## config.mk

```make
export PLATFORM = sky130hd
export DESIGN_NAME = core_c1_lsu_ctrl
export DESIGN_NICKNAME = d
export VERILOG_FILES = /design/src/rtl/core_c1_lsu_ctrl.sv
export SDC_FILE = /design/constraint.sdc
export NUM_CORES = 1
export LEC_CHECK = 0
export BUFFER_PORTS_ARGS = -buffer_cell sky130_fd_sc_hd__buf_2
export CORE_AREA = 2 2 103 105
export CTS_CLUSTER_SIZE = 10
export DETAILED_ROUTE_END_ITERATION = 10
export DIE_AREA = 0 0 105 107
export PLACE_DENSITY = 0.85
export SLEW_MARGIN = 25
export SYNTH_ARGS = -nofsm -noshare
export SYNTH_HDL_FRONTEND = slang
export SYNTH_SLANG_ARGS = --single-unit
```

## constraint.sdc

```tcl
create_clock -name clk -period 5.1 [get_ports clk]
set_clock_uncertainty 0.15 [all_clocks]
set_input_delay 0.255 -clock clk [delete_from_list [all_inputs] [get_ports clk]]
set_output_delay 0.255 -clock clk [all_outputs]
set_load 0.005 [all_outputs]
```

## src/rtl/core_c1_lsu_ctrl.sv

```systemverilog
// Load/store sequencer between the EXU and the shared data bus.
// Drives a req/gnt + rvalid handshake, stalls the EXU, aligns read data, flags misalign/timeout.
module core_c1_lsu_ctrl #(
  parameter int TIMEOUT_CYC = 16,
  parameter int CNT_W       = 5
) (
  input  logic        clk,
  input  logic        rst_n,
  input  logic        lsu_load_req,
  input  logic        lsu_store_req,
  input  logic [31:0] lsu_addr,
  input  logic [1:0]  lsu_size,
  input  logic [31:0] lsu_wdata,
  output logic        lsu_pause,
  output logic        lsu_done,
  output logic [31:0] lsu_load_data,
  output logic        lsu_misalign,
  output logic        lsu_bus_err,
  output logic        dbus_req,
  output logic        dbus_we,
  output logic [31:0] dbus_addr,
  output logic [3:0]  dbus_be,
  output logic [31:0] dbus_wdata,
  input  logic        dbus_gnt,
  input  logic        dbus_rvalid,
  input  logic [31:0] dbus_rdata
);

  typedef enum logic [1:0] {IDLE, REQ, WAIT_R, DONE} state_t;

  state_t           state, state_nxt;
  logic [CNT_W-1:0] cnt;
  logic [31:0]      addr_q, wdata_q, load_data_q;
  logic [3:0]       be_q, be_calc;
  logic             we_q, misalign_q, bus_err_q;
  logic             req_any, misaligned, timeout, rd_capture, to_err;

  assign req_any = lsu_load_req | lsu_store_req;

  always_comb begin
    misaligned = 1'b0;
    case (lsu_size)
      2'b00:   misaligned = 1'b0;
      2'b01:   misaligned = lsu_addr[0];
      2'b10:   misaligned = |lsu_addr[1:0];
      default: misaligned = 1'b1;
    endcase
  end

  always_comb begin
    be_calc = 4'b1111;
    case (lsu_size)
      2'b00:   be_calc = 4'b0001 << lsu_addr[1:0];
      2'b01:   be_calc = 4'b0011 << {lsu_addr[1], 1'b0};
      default: be_calc = 4'b1111;
    endcase
  end

  // Counter is 0 in the first REQ cycle, so the abort lands as it steps to TIMEOUT_CYC-1.
  assign timeout    = (cnt == CNT_W'(TIMEOUT_CYC - 2));
  assign rd_capture = ((state == REQ) && dbus_gnt && !we_q && dbus_rvalid) ||
                      ((state == WAIT_R) && dbus_rvalid);
  assign to_err     = timeout && (((state == REQ) && !dbus_gnt) ||
                                  ((state == WAIT_R) && !dbus_rvalid));

  always_ff @(posedge clk or negedge rst_n) begin
    if (!rst_n) state <= IDLE;
    else        state <= state_nxt;
  end

  always_comb begin
    state_nxt = state;
    case (state)
      IDLE:   if (req_any) state_nxt = misaligned ? DONE : REQ;
      REQ:    if (dbus_gnt) state_nxt = (we_q || dbus_rvalid) ? DONE : WAIT_R;
              else if (timeout) state_nxt = DONE;
      WAIT_R: if (dbus_rvalid || timeout) state_nxt = DONE;
      DONE:   state_nxt = IDLE;
      default: state_nxt = IDLE;
    endcase
  end

  always_ff @(posedge clk or negedge rst_n) begin
    if (!rst_n) begin
      cnt         <= '0;
      addr_q      <= '0;
      wdata_q     <= '0;
      be_q        <= '0;
      we_q        <= 1'b0;
      misalign_q  <= 1'b0;
      bus_err_q   <= 1'b0;
      load_data_q <= '0;
    end else begin
      if (state == IDLE && req_any) begin
        addr_q  <= lsu_addr;
        wdata_q <= lsu_wdata;
        be_q    <= be_calc;
        we_q    <= lsu_store_req;
      end
      if (state == IDLE)                          cnt <= '0;
      else if (state == REQ || state == WAIT_R)   cnt <= cnt + 1'b1;
      misalign_q <= (state == IDLE) && req_any && misaligned;
      bus_err_q  <= to_err;
      if (rd_capture)  load_data_q <= dbus_rdata >> {addr_q[1:0], 3'b000};
      else if (to_err) load_data_q <= '0;
    end
  end

  // Pause is gated by reset so every output reads 0 while reset is held.
  always_comb begin
    lsu_pause     = rst_n && (((state == IDLE) && req_any) || state == REQ || state == WAIT_R);
    lsu_done      = (state == DONE);
    lsu_misalign  = misalign_q;
    lsu_bus_err   = bus_err_q;
    lsu_load_data = load_data_q;
    dbus_req      = (state == REQ);
    dbus_we       = dbus_req && we_q;
    dbus_addr     = dbus_req ? {addr_q[31:2], 2'b00} : 32'h0;
    dbus_be       = dbus_req ? be_q : 4'h0;
    dbus_wdata    = dbus_req ? wdata_q : 32'h0;
  end

endmodule

```

==> impl_metrics.py <==
metrics = {
    "logic_synthesis": {
        "syn-instance-count": 446,
        "number_of_storage_elements_in_the_synthesis_netlist": 110,
        "ys_warn_count": 0,
        "post_synth_num_cell_types": 39,
        "ys_dominant_reg_cell": "dfrtp_1",
        "ys_async_sr_fraction": 1.00,
        "synth_sequential_area_ratio": 0.523,
        "synth-edff-count": 0,
        "syn_area_per_cell_um2": 11.8,
        "mappedNetlistArea_mm2": 0.00526,
    },
    "routing": {
        "detail_routed_net_length_per_standard_cell_um": 16.9,
        "route.vias.total": 4440,
        "detailedRoute.firstIterationViolations": 273,
        "viasPerCell": 5.29,
        "drt_drc_violations_left": 0,
        "routed_wl_mm": 14.2,
        "ant_nets": 0,
        "drtPass1Iterations": 4,
    },
    "power_and_ir_drop": {
        "cellPowerDensity_mw_per_mm2": 544,
        "leakagePower_nw": 3.61,
        "worst_ir_drop_vdd_mv": 0.253,
    },
    "clock_tree": {
        "cts_made_buffers": 9,
        "cts_buffer_depth": 2,
        "tritoncts": "built",
        "clkSinkCount": 110,
        "htreeDepth": 3,
        "clkSlewWorstSetupHoldPaths_ns": 0.10,
        "clock_tree.root_cell": "clkbuf_8",
        "insertion_delay_of_the_later_clocked_pin_in_the_worst_skew_pair_ns": 0.36,
    },
    "sta": {
        "worst-slew-pin-transition_ns": 0.791,
        "final_hold_viol_count": 0,
        "setup-tns-final_ns": 0,
        "slew_violations": 0,
        "post_route_fraction_of_the_period_consumed_by_the_critical_path": 0.505,
        "final_critical_path_setup_slack_ns": 2.53,
        "relSlewSlack": 0.473,
        "finalSetupViolCount": 0,
        "highest_attainable_clock_frequency_mhz": 388,
        "rsz0062_at_grt": "false",
        "fin_crit_ns": 2.57,
    },
    "run_status": {
        "outcome": "finished, final reports clean",
    },
    "finish": {
        "drive_gt1_frac": 0.425,
        "insertedDiodeCount": 0,
        "finalNetCount": 811,
        "reg_area_mm2": 0.00275,
        "n_fill_cell": 713,
        "finalInstanceArea_mm2": 0.00716,
        "multi_input_area_mm2": 0.00231,
        "final_cell_mix": "buf_2 (206), dfrtp_1 (110), and2_1 (67), mux2_2 (64), dlygate4sd3_1 (63)",
        "layout.core_utilization": 0.710,
        "area.growth.synth_to_final_pct": 36.1,
        "layout.cells.most_common": "buf_2",
    },
    "die": {
        "core_area_mm2": 0.0101,
        "placement_rows": 37,
        "fp.dieW_um": 105,
        "floorplan.die.height_um": 107,
        "initial_core_util": 0.522,
        "die-area_mm2": 0.0112,
        "io-pin-count": 210,
    },
    "worst_hold_path": {
        "source_of_the_worst_hold_timing_path": "dbus_rdata[27]",
        "hold_depth": 2,
        "min_delay_worst_endpoint": "lsu_load_data[27]$_DFFE_PN0P_",
        "min-delay-path-class": "input pin to flip-flop",
    },
    "worst_setup_path": {
        "crit-reg2reg-launch": "state[0]$_DFFE_PN0P_",
        "timing.reg2reg.setup_slack_ns": 2.53,
        "r2r-end": "addr_q[13]$_DFFE_PN0P_",
        "critPathLaunchType": "flip-flop",
        "cp_max_fo": 55,
        "worst-endpoint-arrival_ns": 2.67,
        "worstRegToRegCells": 5,
        "end_kind": "flip-flop",
        "critPathKind": "flip-flop to flip-flop",
        "timing.critical_path.required_ns": 5.20,
    },
    "global_route": {
        "initial_antenna_violation_count": 0,
        "vias_in_the_first_global_route": 4639,
        "overflow": 0,
        "wire_length_of_the_first_global_routing_pass_mm": 23.1,
        "track_usage": 0.257,
        "grt_start_max_net_pins": 73,
    },
    "placed_design": {
        "pre_cts_slack_ns": 2.26,
        "placement.cell_area_mm2": 0.00632,
        "dpl.hpwl_mm": 9.13,
        "place_congestion": 0.888,
        "port_buffers": 207,
    },
    "run": {
        "maxCapViolations": 0,
    },
}
worst max-delay path: stages (launching register included):
cell and delay [ns]:
dfrtp_1 0.49, inv_1 0.10, ha_1 0.32, o21ai_4 0.30, buf_4 0.65, mux2_2 0.41
what timing repair did:
action,in CTS,in global routing
buffers inserted,0,0
resized for setup,0,0
hold buffers,63,0
endpoints found under the hold margin,108,0
flip-flops by register name (all words and copies together), names as in the netlist:
| signal | cells |
|---|---|
| be_q | 4 |
| lsu_misalign | 1 |
| cnt | 5 |
| lsu_bus_err | 1 |
| addr_q | 32 |
| lsu_load_data | 32 |
| wdata_q | 32 |
| state | 2 |
| we_q | 1 |
metal layers:
metal	wire length, µm	vias up	part of all wire	GRT usage
li1	-	2051	-	-
met2	7030	207	0.50	0.442
met5	0	-	0	0
met3	1160	21	0.082	0.0650
met4	223	0	0.016	0.0867
met1	5750	2161	0.41	0.317
layout make-up:
type / instances / share of cell area
Tap cell: 136 / 0.0238
Sequential cell: 110 / 0.384
Timing Repair Buffer: 275 / 0.238
Clock inverter: 3 / 0.00611
Multi-Input combinational cell: 299 / 0.323
Clock buffer: 12 / 0.0217
Inverter: 5 / 0.00262
synth_stat cells, drive strengths merged, types with 4 or more instances:
library cell	count	area [µm²]
a211o	8	70.1
a21oi	5	28.8
a22o	16	140
a32o	16	160
and2	67	419
buf	24	176
clkbuf	9	33.8
dfrtp	110	2750
ha	7	87.6
inv	5	18.8
mux2	64	721
mux2i	16	160
nand2	31	116
nand2b	4	25.0
nor2	17	68.8
nor2b	9	56.3
o21ai	21	109
where the power goes:
| part | leakage (nW) | internal (W) | switching, W |
|---|---|---|---|
| clock network | 0.102 | 0.000252 | 0.000280 |
| registers | 1.34 | 0.00130 | 0.000242 |
| logic | 2.17 | 0.000948 | 0.000873 |
| total | 3.61 | 0.00250 | 0.00140 |
cell families after synthesis:
logic type	synth area share
mux	0.167
fa+ha+maj	0.0166
other cells	0.000712
simple gates	0.137
buf+inv	0.0435
compound gates	0.111
flops	0.523
worst max-delay path by stage:
stage / from / end / slack (ns) / cells after the start
floorplan: state[0]$_DFFE_PN0P_ / addr_q[15]$_DFFE_PN0P_ / 3.22 / 7
global placement: state[1]$_DFFE_PN0P_ / lsu_load_data[22]$_DFFE_PN0P_ / 2.23 / 7
detailed placement: state[1]$_DFFE_PN0P_ / lsu_load_data[23]$_DFFE_PN0P_ / 2.26 / 7
CTS: state[1]$_DFFE_PN0P_ / lsu_load_data[13]$_DFFE_PN0P_ / 2.25 / 7
global route: state[0]$_DFFE_PN0P_ / addr_q[12]$_DFFE_PN0P_ / 2.40 / 5
finish: state[0]$_DFFE_PN0P_ / addr_q[13]$_DFFE_PN0P_ / 2.53 / 5
per-stage QoR:
step	instances	hold slack (ns)	total power, W
finish	840	0.0182	0.00389
global route	840	0.0155	0.00418
CTS	840	0.000619	0.00387
detailed placement	762	0.159	0.00330
global placement	762	0.147	0.00321
floorplan	447	-0.191	0.00270
Power figures use the tool's default switching activity.
